File: src/rtl/button_debounce.sv
// Push-button conditioner: 2-FF synchronizer, stable-sample debounce, press/release strobes.
// Optional auto-repeat of press_stb_o while held is enabled by defining BUTTON_AUTOREPEAT_EN.
module button_debounce #(
  parameter int unsigned DEBOUNCE_CYCLES = 16,
  parameter int unsigned HOLD_CYCLES     = 5000,
  parameter int unsigned REPEAT_CYCLES   = 1000
) (
  input  logic clock_i,
  input  logic reset_i,
  input  logic button_i,
  output logic pressed_o,
  output logic press_stb_o,
  output logic release_stb_o
);

  // state    | meaning
  // RELEASED | debounced level low, waiting for an accepted press
  // PRESSED  | debounced level high, hold timer running (auto-repeat build)
  // REPEAT   | debounced level high, emitting periodic press strobes (auto-repeat build)

  localparam int unsigned CNT_W = $clog2(DEBOUNCE_CYCLES + 1);
  localparam logic [CNT_W-1:0] CNT_LAST = CNT_W'(DEBOUNCE_CYCLES - 1);

  if (DEBOUNCE_CYCLES == 0 || HOLD_CYCLES == 0 || REPEAT_CYCLES == 0) begin : g_param_check
    $error("button_debounce: cycle parameters must all be at least 1");
  end

`ifdef BUTTON_AUTOREPEAT_EN
  typedef enum logic [1:0] {
    RELEASED = 2'd0,
    PRESSED  = 2'd1,
    REPEAT   = 2'd2
  } state_t;

  localparam int unsigned HOLD_MAX = (HOLD_CYCLES > REPEAT_CYCLES) ? HOLD_CYCLES : REPEAT_CYCLES;
  localparam int unsigned HOLD_W   = $clog2(HOLD_MAX + 1);
  localparam logic [HOLD_W-1:0] HOLD_LAST   = HOLD_W'(HOLD_CYCLES - 1);
  localparam logic [HOLD_W-1:0] REPEAT_LAST = HOLD_W'(REPEAT_CYCLES - 1);

  logic [HOLD_W-1:0] hold_cnt;
`else
  typedef enum logic [1:0] {
    RELEASED = 2'd0,
    PRESSED  = 2'd1
  } state_t;
`endif

  state_t           state;
  logic             sync_meta;
  logic             btn_s;
  logic [CNT_W-1:0] stable_cnt;
  logic             differ;
  logic             accept;

  // The first stage may go metastable; only btn_s is consumed downstream.
  always_ff @(posedge clock_i) begin
    if (!reset_i) begin
      sync_meta <= 1'b0;
      btn_s     <= 1'b0;
    end else begin
      sync_meta <= button_i;
      btn_s     <= sync_meta;
    end
  end

  assign differ = (btn_s != pressed_o);
  assign accept = differ && (stable_cnt == CNT_LAST);

  // Any sample matching the current level restarts the count.
  always_ff @(posedge clock_i) begin
    if (!reset_i) begin
      stable_cnt <= '0;
    end else if (!differ || accept) begin
      stable_cnt <= '0;
    end else begin
      stable_cnt <= stable_cnt + 1'b1;
    end
  end

  always_ff @(posedge clock_i) begin
    if (!reset_i) begin
      state         <= RELEASED;
      pressed_o     <= 1'b0;
      press_stb_o   <= 1'b0;
      release_stb_o <= 1'b0;
`ifdef BUTTON_AUTOREPEAT_EN
      hold_cnt      <= '0;
`endif
    end else begin
      press_stb_o   <= 1'b0;
      release_stb_o <= 1'b0;
      case (state)
        RELEASED: begin
          if (accept) begin
            state       <= PRESSED;
            pressed_o   <= 1'b1;
            press_stb_o <= 1'b1;
`ifdef BUTTON_AUTOREPEAT_EN
            hold_cnt    <= '0;
`endif
          end
        end
        PRESSED: begin
          if (accept) begin
            state         <= RELEASED;
            pressed_o     <= 1'b0;
            release_stb_o <= 1'b1;
`ifdef BUTTON_AUTOREPEAT_EN
          end else if (hold_cnt == HOLD_LAST) begin
            state       <= REPEAT;
            press_stb_o <= 1'b1;
            hold_cnt    <= '0;
          end else begin
            hold_cnt <= hold_cnt + 1'b1;
`endif
          end
        end
`ifdef BUTTON_AUTOREPEAT_EN
        // A release accepted on the same edge as a repeat tick suppresses the repeat.
        REPEAT: begin
          if (accept) begin
            state         <= RELEASED;
            pressed_o     <= 1'b0;
            release_stb_o <= 1'b1;
          end else if (hold_cnt == REPEAT_LAST) begin
            press_stb_o <= 1'b1;
            hold_cnt    <= '0;
          end else begin
            hold_cnt <= hold_cnt + 1'b1;
          end
        end
`endif
        default: begin
          state     <= RELEASED;
          pressed_o <= 1'b0;
        end
      endcase
    end
  end

endmodule

File: config.mk
export PLATFORM = sky130hd
export DESIGN_NAME = button_debounce
export DESIGN_NICKNAME = d
export VERILOG_FILES = /design/src/rtl/button_debounce.sv
export SDC_FILE = /design/constraint.sdc
export NUM_CORES = 1
export LEC_CHECK = 0
export ABC_AREA = 1
export CAP_MARGIN = 10
export CELL_PAD_IN_SITES_DETAIL_PLACEMENT = 2
export CELL_PAD_IN_SITES_GLOBAL_PLACEMENT = 2
export CORE_MARGIN = 2
export CORE_UTILIZATION = 27
export CTS_CLUSTER_DIAMETER = 200
export DETAILED_ROUTE_END_ITERATION = 6
export PLACE_DENSITY = 0.7
export SYNTH_ARGS = -nofsm -noshare
export SYNTH_HDL_FRONTEND = slang
export SYNTH_SLANG_ARGS = --single-unit
File: constraint.sdc
create_clock -name clock_i -period 1.5 [get_ports clock_i]
set_input_delay 0.15 -clock clock_i [delete_from_list [all_inputs] [get_ports clock_i]]
set_output_delay 0.15 -clock clock_i [all_outputs]
set_load 0.02 [all_outputs]
; After elaboration in Yosys (flattened, before gate mapping)
; Cells that the tools add are included.
[word_totals]
inputBits = 3
ff_bits = 12
output_inout_bits = 3
word_cells = 29
[op_classes]
n_eq_ne = 5
bitwise_logic = 1
n_mux = 7
reduce_logical = 8
addsub = 1
[ops]
columns = operator, n
row1 = AND reduction 2 bit, 3
row2 = "adder 5 x 1 -> 5 bit, second input constant", 1
row3 = "equality test 5 x 4 -> 1 bit, second input constant", 1
row4 = two-way mux 2 bit, 2
row5 = "!= test 2 bit, second input constant", 2
row6 = one-hot mux 2 bit (2 select lines), 1
row7 = two-way mux 1 bit, 3
row8 = "equality test 2 x 1 -> 1 bit, second input constant", 1
row9 = logical NOT 2 bit, 1
row10 = one-hot mux 1 bit (2 select lines), 1
row11 = OR reduction 2 bit, 1
row12 = logical AND 1 bit, 1
row13 = logical NOT 1 bit, 1
row14 = logical OR 1 bit, 1
row15 = != test 1 bit, 1
row16 = inverter 1 bit, 1

; Depth between registers and ports, before layout
; Gate-level depths: netlist of the first run.
[depth]
ltp_word = 4
mapped_depth = 7
depth_no_buf = 7

; Worst setup path after synthesis of the first run
; Ideal clock, no wire load.
[synth_path]
kind = reg2reg
start = register stable_cnt[0]
end = register stable_cnt[3]
path_slack_ns = 0.318
stages_incl_launch_ff = 8
period_less_slack_ns = 1.182
setup_time_ns = 0.062
t_arrival_ns = 1.120
t_required_ns = 1.438
cell_sequence = dfxtp_1 > ha_1 > nand2_1 > nor2_1 > ha_1 > nor2_2 > nand2_2 > nor2_2
[synth_between]
elab_chain_cells = 4
[synth_rtl]
columns = item, line_no
row1 = "start, declared", 51  ; logic [CNT_W-1:0] stable_cnt;
row2 = "start signal, assigned", 76  ; stable_cnt <= stable_cnt + 1'b1;
row3 = "parallel branches: the longest is 4 deep, another holds adder 5 x 1 -> 5 bit", -
; Several ways; the timed one is not identified.
; A chain may end at the register's enable or synchronous reset.

; Worst setup path after layout of the first run
[layout_path]
start = register pressed_o
end = output port pressed_o
[layout_lines]
columns = item, line_no
row1 = "start, declared", 11  ; output logic pressed_o,
row2 = "start signal, assigned", 83  ; pressed_o <= 1'b0;
row3 = "start signal, assigned", 96  ; pressed_o <= 1'b1;
row4 = "start signal, assigned", 106  ; pressed_o <= 1'b0;
; No word-level cell between the ends.

==> flow_summary.json, run 1 <==
{
  "irDropWorstVdd_mv": 0.592,
  "post-route-drc-count": 0,
  "clkLatencyLatePin_ns": 0.27,
  "cts_made_buffers": 3,
  "synth_area_leaders": "dfxtp_1, nand2_1, inv_1",
  "worstPathArrival_ns": 1.27,
  "period_minus_slack_ns": 1.42,
  "ys_ff_latch": 10,
  "postCtsHoldBufs": 0,
  "synth_top_area_share_pct": 53.5,
  "drtPass1Iterations": 1,
  "syn_avg_cell_area_sq_um": 8.13,
  "rsz0062_at_grt": "no",
  "instances_no_fill": 70,
  "io_buffers": 5,
  "root_buffer": "clkbuf_4",
  "dp.cells": 66,
  "n_antenna_cell": 0,
  "p_per_area_mw_per_mm2": 1110,
  "via_per_inst": 4.51,
  "netlist_area_sq_um": 374,
  "timing.rr.start": "stable_cnt[1]",
  "dr.first_iter.drc_count": 0,
  "slowest_stage": "clkdlybuf4s50_1",
  "grt_pass1_wl_microns": 1400,
  "avgRoutedWirePerCell_microns": 12.4,
  "critical_path.top_delay_family": "buffers and inverters",
  "critPathLaunchType": "flip-flop",
  "layout_common_cells": "nand2_1, dfxtp_1, inv_1",
  "ant_nets": 0,
  "ios": 6,
  "path_depth": 1,
  "cp_cell_sequence": "clkdlybuf4s50_1",
  "reg2reg_setup_slack_ns": 0.12,
  "relSlewSlack_pct": 85.3,
  "synth_cell_types": 12,
  "crit_end": "pressed_o",
  "hold_path.class": "flip-flop to flip-flop",
  "die-area_sq_mm": 0.00170,
  "place_hpwl_microns": 696,
  "ctsResizeCount": 0,
  "grt_pass1_vias": 342,
  "fin_tns_setup_ns": 0,
  "crit_start": "pressed_o",
  "wl_microns": 867,
  "totalPowerFinal_w": 0.000535,
  "rows": 13,
  "nets": 61,
  "area_delta_synth_final_pct": 29.1,
  "cp.required_ns": 1.35,
  "fill_cells": 164,
  "gp_congestion": 0.634,
  "fmax_mhz": 705,
  "finalMaxSlewViolations": 0,
  "cts_tree": "done",
  "crit_fanout": 4,
  "slowest_delay_ns": 0.63,
  "antenna_found_initial": 0,
  "h-tree-depth": 1,
  "final_common_cell": "nand2_1",
  "status": "completed",
  "finClkSkew_ns": 0.00479,
  "dp_worst_setup_slack_ns": 0.0704,
  "postCtsSetupRepairBufs": 0,
  "ys_warn_count": 0,
  "clkTransAtPathRegs_ns": 0.07,
  "synth_top_cell_by_area": "dfxtp_1",
  "clockBufferDepth": 2,
  "cts.sinks": 10,
  "cap_violations": 0,
  "path_buf_inv": 1,
  "hold_viol": 0,
  "tightestPinTransition_ns": 0.220,
  "fin_crit_sh_pct": 94.5,
  "layout-drive-gt1-share_pct": 18.2,
  "setup_ws_ns": 0.0824,
  "p_leak_nw": 0.216,
  "path_class": "flip-flop to primary output",
  "grt_max_degree": 7,
  "grtUsageTotal_pct": 14.0,
  "die_w_microns": 41.2,
  "seq_area_frac_synth_pct": 53.5,
  "vias": 316,
  "die_h_microns": 41.2,
  "grt.overflow.total": 0,
  "setup_viol": 0,
  "synthCells": 46,
  "core_area_sq_mm": 0.00130,
  "syn_nets": 51,
  "start_util_pct": 28.8,
  "r2r_end": "stable_cnt[0]",
  "endpoint_kind": "primary output",
  "reg2regPathDepth": 7
}
## metrics by stage
stage,hold slack (ns),util [%],cell area (sq um)
floorplan,0.243,-,374
global placement,0.399,34.0,443
detailed placement,0.424,34.0,443
CTS,0.446,36.8,479
global route,0.457,37.1,483
finish,0.441,37.1,483
## sequential cells by signal (all words and copies together) (netlist names)
| register | flops |
|---|---|
| release_stb_o | 1 |
| btn_s | 1 |
| sync_meta | 1 |
| press_stb_o | 1 |
| stable_cnt | 5 |
| pressed_o | 1 |
## worst min-delay path, cell delays in order (launching register included)
cell and delay [ns]:
dfxtp_1 0.31, nand2_1 0.05, inv_1 0.05
## layer usage
metal	share of wire, %	global-route usage (%)
met5	0	0
met3	4.8	6.52
met2	53	22.7
met4	0	7.26
met1	42	15.1
## cells in the mapped netlist
master / n
nand2_1: 10
inv_1: 8
xnor2_1: 1
a21oi_1: 1
inv_2: 1
ha_1: 2
nand4_1: 2
nor2_2: 2
dfxtp_1: 10
nand2_2: 1
nor2_1: 6
nand3_1: 2
## worst min path at each step
stage,slack (ns),end,start,depth (start not counted)
after detailed placement,0.42,btn_s,sync_meta,2
final,0.44,btn_s,sync_meta,2
after CTS,0.45,btn_s,sync_meta,2
after floorplan,0.24,btn_s,reset_i,2
after global routing,0.46,sync_meta,button_i,3
after global placement,0.40,btn_s,sync_meta,2
## area by class of cell
cell class                      instances  area, sq um  share of cell area (%)
Multi-Input combinational cell         27          143                    29.5
Clock buffer                            4         36.3                    7.51
Inverter                                9         33.8                    6.99
Tap cell                               15         18.8                    3.89
Timing Repair Buffer                    5         50.0                    10.4
Sequential cell                        10          201                    41.7
## where the power goes
| group | leakage (nW) | switching [W] | internal [W] |
|---|---|---|---|
| Sequential | 0.0815 | 0.00000209 | 0.000269 |
| Combinational | 0.113 | 0.00000903 | 0.00000750 |
| Clock | 0.0210 | 0.000100 | 0.000147 |
| Total | 0.216 | 0.000111 | 0.000424 |
## kinds of logic after synthesis
kind of cell	count (synthesis)	share of synthesized area [%]
and+or+nand+nor	23	27.1
DFF	10	53.5
buffers and inverters	9	9.03
adders and majority gates	2	6.69
AOI/OAI and AO/OA	1	1.34
xor gates and xnor gates	1	2.34
Power figures use the tool's default switching activity.
==> inputs of run 2 (changes only) <==
--- a/config.mk
+++ b/config.mk
@@ -10,9 +10,10 @@
 export CELL_PAD_IN_SITES_DETAIL_PLACEMENT = 2
 export CELL_PAD_IN_SITES_GLOBAL_PLACEMENT = 2
-export CORE_MARGIN = 2
-export CORE_UTILIZATION = 27
+export CORE_AREA = 2 2 39 41
+export CTS_BUF_LIST = sky130_fd_sc_hd__clkbuf_8
 export CTS_CLUSTER_DIAMETER = 200
 export DETAILED_ROUTE_END_ITERATION = 6
-export PLACE_DENSITY = 0.7
+export DIE_AREA = 0 0 41 43
+export PLACE_DENSITY = 0.72
 export SYNTH_ARGS = -nofsm -noshare
 export SYNTH_HDL_FRONTEND = slang
==> constraint.sdc (replaced) <==
create_clock -name clock_i -period 1.5 [get_ports clock_i]
set_input_delay 0.375 -clock clock_i [delete_from_list [all_inputs] [get_ports clock_i]]
set_output_delay 0.375 -clock clock_i [all_outputs]
set_load 0.02 [all_outputs]
==> run 2 against run 1 <==
- non-clock buffer count is 1 higher
- largest cell class unchanged
- sequential cell count did not move
- power up 6.3%
- count of clock-buffer cells in the layout decreased by 1
- utilization is 1.6 points lower
- die area rose by 3.7%
- cell count up 1.4%
- sequential share of layout area fell by 1.0 points
==> flow_summary.json, run 2 (synthesis results as in run 1) <==
{
  "die-area_sq_mm": 0.00176,
  "nets": 62,
  "cts_tree": "done",
  "fmax_mhz": 745,
  "setup_viol": 0,
  "crit_fanout": 5,
  "status": "completed",
  "clockBufferDepth": 2,
  "totalPowerFinal_w": 0.000569,
  "start_util_pct": 27.0,
  "via_per_inst": 4.31,
  "io_buffers": 5,
  "grtUsageTotal_pct": 12.5,
  "p_leak_nw": 0.235,
  "n_antenna_cell": 0,
  "endpoint_kind": "flip-flop",
  "ios": 6,
  "power_frac_seq_pct": 47.8,
  "finalMaxSlewViolations": 0,
  "root_buffer": "clkbuf_8",
  "h-tree-depth": 1,
  "layout-drive-gt1-share_pct": 16.4,
  "grt.overflow.total": 0,
  "finClkSkew_ns": 0.00253,
  "fin_tns_setup_ns": 0,
  "worstPathArrival_ns": 1.47,
  "drtPass1Iterations": 1,
  "grt_max_degree": 6,
  "fin_crit_sh_pct": 89.5,
  "hold_path.class": "flip-flop to flip-flop",
  "post-route-drc-count": 0,
  "ant_nets": 0,
  "rows": 14,
  "clkTransAtPathRegs_ns": 0.05,
  "irDropWorstVdd_mv": 0.461,
  "clkLatencyLatePin_ns": 0.24,
  "relSlewSlack_pct": 86.2,
  "vias": 306,
  "internal-power_w": 0.000455,
  "top_register": "stable_cnt",
  "p_clk_share_pct": 49.2,
  "cap_violations": 0,
  "gp_congestion": 0.646,
  "die_h_microns": 43,
  "rsz0062_at_grt": "no",
  "avgRoutedWirePerCell_microns": 10.7,
  "swShare_pct": 20.1,
  "grt_pass1_vias": 312,
  "largest_register_ffs": 5,
  "layout_common_cells": "nand2_1, dfxtp_1, inv_1",
  "cts.sinks": 10,
  "area_delta_synth_final_pct": 31.4,
  "hold_viol": 0,
  "critPathLaunchType": "flip-flop",
  "cts_made_buffers": 3,
  "utilization_pct": 35.5,
  "place_hpwl_microns": 550,
  "p_per_area_mw_per_mm2": 1160,
  "core_area_sq_mm": 0.00138,
  "switching_power_w": 0.000114,
  "wl_microns": 761,
  "postCtsSetupRepairBufs": 0,
  "dr.first_iter.drc_count": 0,
  "die_w_microns": 41,
  "fill_cells": 172,
  "antenna_found_initial": 0,
  "pwr-share-comb_pct": 3.1,
  "period_minus_slack_ns": 1.34,
  "grt_pass1_wl_microns": 1290,
  "path_class": "flip-flop to flip-flop",
  "cp.required_ns": 1.63,
  "tightestPinTransition_ns": 0.208
}
run 2: cell count changes in the layout (fill, tap and decap cells not counted):
| cell | previous run | this run |
|---|---|---|
| dlygate4sd2_1 | 0 | 3 |
| dfxtp_1 | 9 | 10 |
| clkdlybuf4s50_1 | 5 | 2 |
| clkbuf_4 | 3 | 0 |
| buf_4 | 0 | 1 |
| clkbuf_8 | 1 | 3 |
| dfxtp_2 | 1 | 0 |
run 2: critical path: stages, from the launching register on:
cell and delay [ns]:
dfxtp_1 0.37, ha_1 0.22, nand2_1 0.09, nor2_1 0.11
ha_2 0.23, nor2_2 0.05, nand2_2 0.11, nor2_2 0.06
run 2: what timing repair did:
| action | in CTS | in global routing |
|---|---|---|
| resized for setup | 3 | 1 |
| hold buffers | 0 | 0 |
| setup endpoints to repair | 3 | 2 |
run 2: layout make-up:
type / instances / area (sq um) / area share [%]
clock buffers: 3 / 41.3 / 8.40
inverters: 9 / 33.8 / 6.87
multi-input cells: 27 / 143 / 29.0
flip-flops and latches: 10 / 200 / 40.7
well taps: 16 / 20.0 / 4.07
repair buffers: 6 / 53.8 / 10.9
run 2: worst paths after layout:
kind	cells past startpoint	endpoint	start	slack, ns
worst min register to register	2	btn_s	sync_meta	0.42
worst max register to register	7	stable_cnt[3]	stable_cnt[0]	0.16
worst min-delay path	2	btn_s	sync_meta	0.42
worst max-delay path	7	stable_cnt[3]	stable_cnt[0]	0.16
run 2: metal layers:
metal  share of wire [%]  GRT usage (%)
met5                   0              0
met1                  45           13.8
met2                  45           15.3
met3                 4.6           6.28
met4                 5.3           14.0
run 2: power groups by stage:
stage,Combinational [W],Sequential [W],Clock [W]
2_1_floorplan,0.00000746,0.000276,0
3_3_place_gp,0.0000175,0.000277,0
3_5_place_dp,0.0000179,0.000277,0
4_1_cts,0.0000180,0.000272,0.000286
5_1_grt,0.0000201,0.000272,0.000298
6_report,0.0000174,0.000272,0.000280
run 2: metrics by stage:
| stage | setup WS, ns | cell area (sq um) | hold slack [ns] | cells |
|---|---|---|---|---|
| 2_1_floorplan | 0.318 | 374 | 0.390 | 46 |
| 3_3_place_gp | 0.172 | 452 | 0.396 | 68 |
| 3_5_place_dp | 0.144 | 452 | 0.408 | 68 |
| 4_1_cts | 0.114 | 489 | 0.422 | 71 |
| 5_1_grt | 0.0246 | 492 | 0.444 | 71 |
| 6_report | 0.158 | 492 | 0.416 | 71 |
==> inputs of run 3 (changes only) <==
clock period = 1.66 ns   (was 1.5 ns; I/O delays follow)
==> run 3 against run 2 <==
- sequential cell count is the same
- clock power is 8.2% higher
- wire length increased by 7.5%
- register-to-register slack better by 0.11 ns
- die area is the same
- critical path depth down 6
- clock skew fell by 0.0019 ns
- count of clock-buffer cells in the layout grew 1
- critical endpoint is now press_stb_o
==> flow_summary.json, run 3 (synthesis results as in run 1) <==
{
  "status": "completed",
  "irDropWorstVdd_mv": 0.516,
  "clkTransAtPathRegs_ns": 0.05,
  "path_buf_inv": 1,
  "cts.sinks": 10,
  "top_register": "stable_cnt",
  "start_util_pct": 27.0,
  "cp.required_ns": 1.24,
  "relSlewSlack_pct": 84.0,
  "reg2regPathDepth": 7,
  "grt_pass1_wl_microns": 1490,
  "p_per_area_mw_per_mm2": 1120,
  "reg2reg_setup_slack_ns": 0.27,
  "die-area_sq_mm": 0.00176,
  "period_minus_slack_ns": 1.58,
  "fmax_mhz": 634,
  "root_buffer": "clkbuf_8",
  "core_area_sq_mm": 0.00138,
  "gp_congestion": 0.631,
  "nets": 61,
  "clkLatencyLatePin_ns": 0.23,
  "grt.overflow.total": 0,
  "crit_end": "press_stb_o",
  "worstPathArrival_ns": 1.16,
  "dr.first_iter.drc_count": 3,
  "ios": 6,
  "crit_start": "press_stb_o",
  "path_class": "flip-flop to primary output",
  "instances_no_fill": 71,
  "postCtsHoldBufs": 0,
  "path_depth": 1,
  "dp_worst_setup_slack_ns": 0.215,
  "h-tree-depth": 1,
  "grt_max_degree": 7,
  "p_leak_nw": 0.243,
  "cap_violations": 0,
  "tightestPinTransition_ns": 0.239,
  "timing.rr.start": "stable_cnt[0]",
  "largest_register_ffs": 5,
  "finalMaxSlewViolations": 0,
  "dp.cells": 67,
  "grt_pass1_vias": 344,
  "clockBufferDepth": 2,
  "rows": 14,
  "die_h_microns": 43,
  "rsz0062_at_grt": "no",
  "fin_tns_setup_ns": 0,
  "endpoint_kind": "primary output",
  "whs_ns": 0.423,
  "drtPass1Iterations": 2,
  "fin_crit_sh_pct": 95.0,
  "cts_tree": "done",
  "area_delta_synth_final_pct": 34.1,
  "cp_cell_sequence": "clkdlybuf4s50_1",
  "vias": 311,
  "critical_path.top_delay_family": "buffers and inverters",
  "via_per_inst": 4.38,
  "antenna_found_initial": 0,
  "setup_viol": 0,
  "critPathLaunchType": "flip-flop",
  "post-route-drc-count": 0,
  "layout_common_cells": "nand2_1, dfxtp_1, inv_1",
  "hold_viol": 0,
  "ant_nets": 0,
  "place_hpwl_microns": 597,
  "wl_microns": 818,
  "avgRoutedWirePerCell_microns": 11.5,
  "setup_ws_ns": 0.0833,
  "slowest_delay_ns": 0.62,
  "grtUsageTotal_pct": 13.6,
  "die_w_microns": 41,
  "slowest_stage": "clkdlybuf4s50_1",
  "n_antenna_cell": 0,
  "r2r_end": "stable_cnt[0]",
  "crit_fanout": 1,
  "hold_path.class": "flip-flop to flip-flop",
  "cts_made_buffers": 3,
  "layout-drive-gt1-share_pct": 14.5,
  "io_buffers": 5,
  "finClkSkew_ns": 0.000663
}
[run 3: what timing repair did]
action	in CTS	in global routing
buffers inserted	0	0
endpoints found under the setup margin	0	1
gates resized for setup	0	1
[run 3: worst min-delay path, stage by stage, from the launching register on]
cell,delay [ns]
dfxtp_1,0.31
nand2_1,0.05
inv_1,0.04
[run 3: final cells by class]
type	count	area, sq um
Fill cell	166	882
Timing Repair Buffer	5	52.6
Sequential cell	10	200
Tap cell	16	20.0
Clock buffer	4	55.1
Inverter	9	33.8
Multi-Input combinational cell	27	140
[run 3: stage by stage]
step           area (sq um)  power (W)  utilization [%]
3_3_place_gp            444   0.000264             32.1
4_1_cts                 499   0.000573             36.1
2_1_floorplan           374   0.000256                -
3_5_place_dp            444   0.000265             32.1
5_1_grt                 502   0.000585             36.3
6_report                502   0.000562             36.3
[run 3: routing by layer]
layer  up-vias  part of all wire [%]  track usage [%]
met5         -                     0                0
li1        155                     -                -
met1       147                    43             16.0
met2         6                    51             19.4
met4         0                   1.8             10.0
met3         3                   3.9             4.71
[run 3: worst min path at each step]
stage	start	end	slack (ns)	depth (start not counted)
final	sync_meta	btn_s	0.42	2
after global routing	sync_meta	btn_s	0.45	2
after CTS	sync_meta	btn_s	0.43	2
after detailed placement	sync_meta	btn_s	0.42	2
after global placement	sync_meta	btn_s	0.40	2
after floorplan	sync_meta	btn_s	0.39	2
[run 3: power breakdown]
part	total [W]	leakage (nW)	switching, W	internal, W
Clock	0.000303	0.0288	0.0000942	0.000208
Sequential	0.000246	0.0810	0.00000199	0.000244
Combinational	0.0000141	0.133	0.00000737	0.00000675
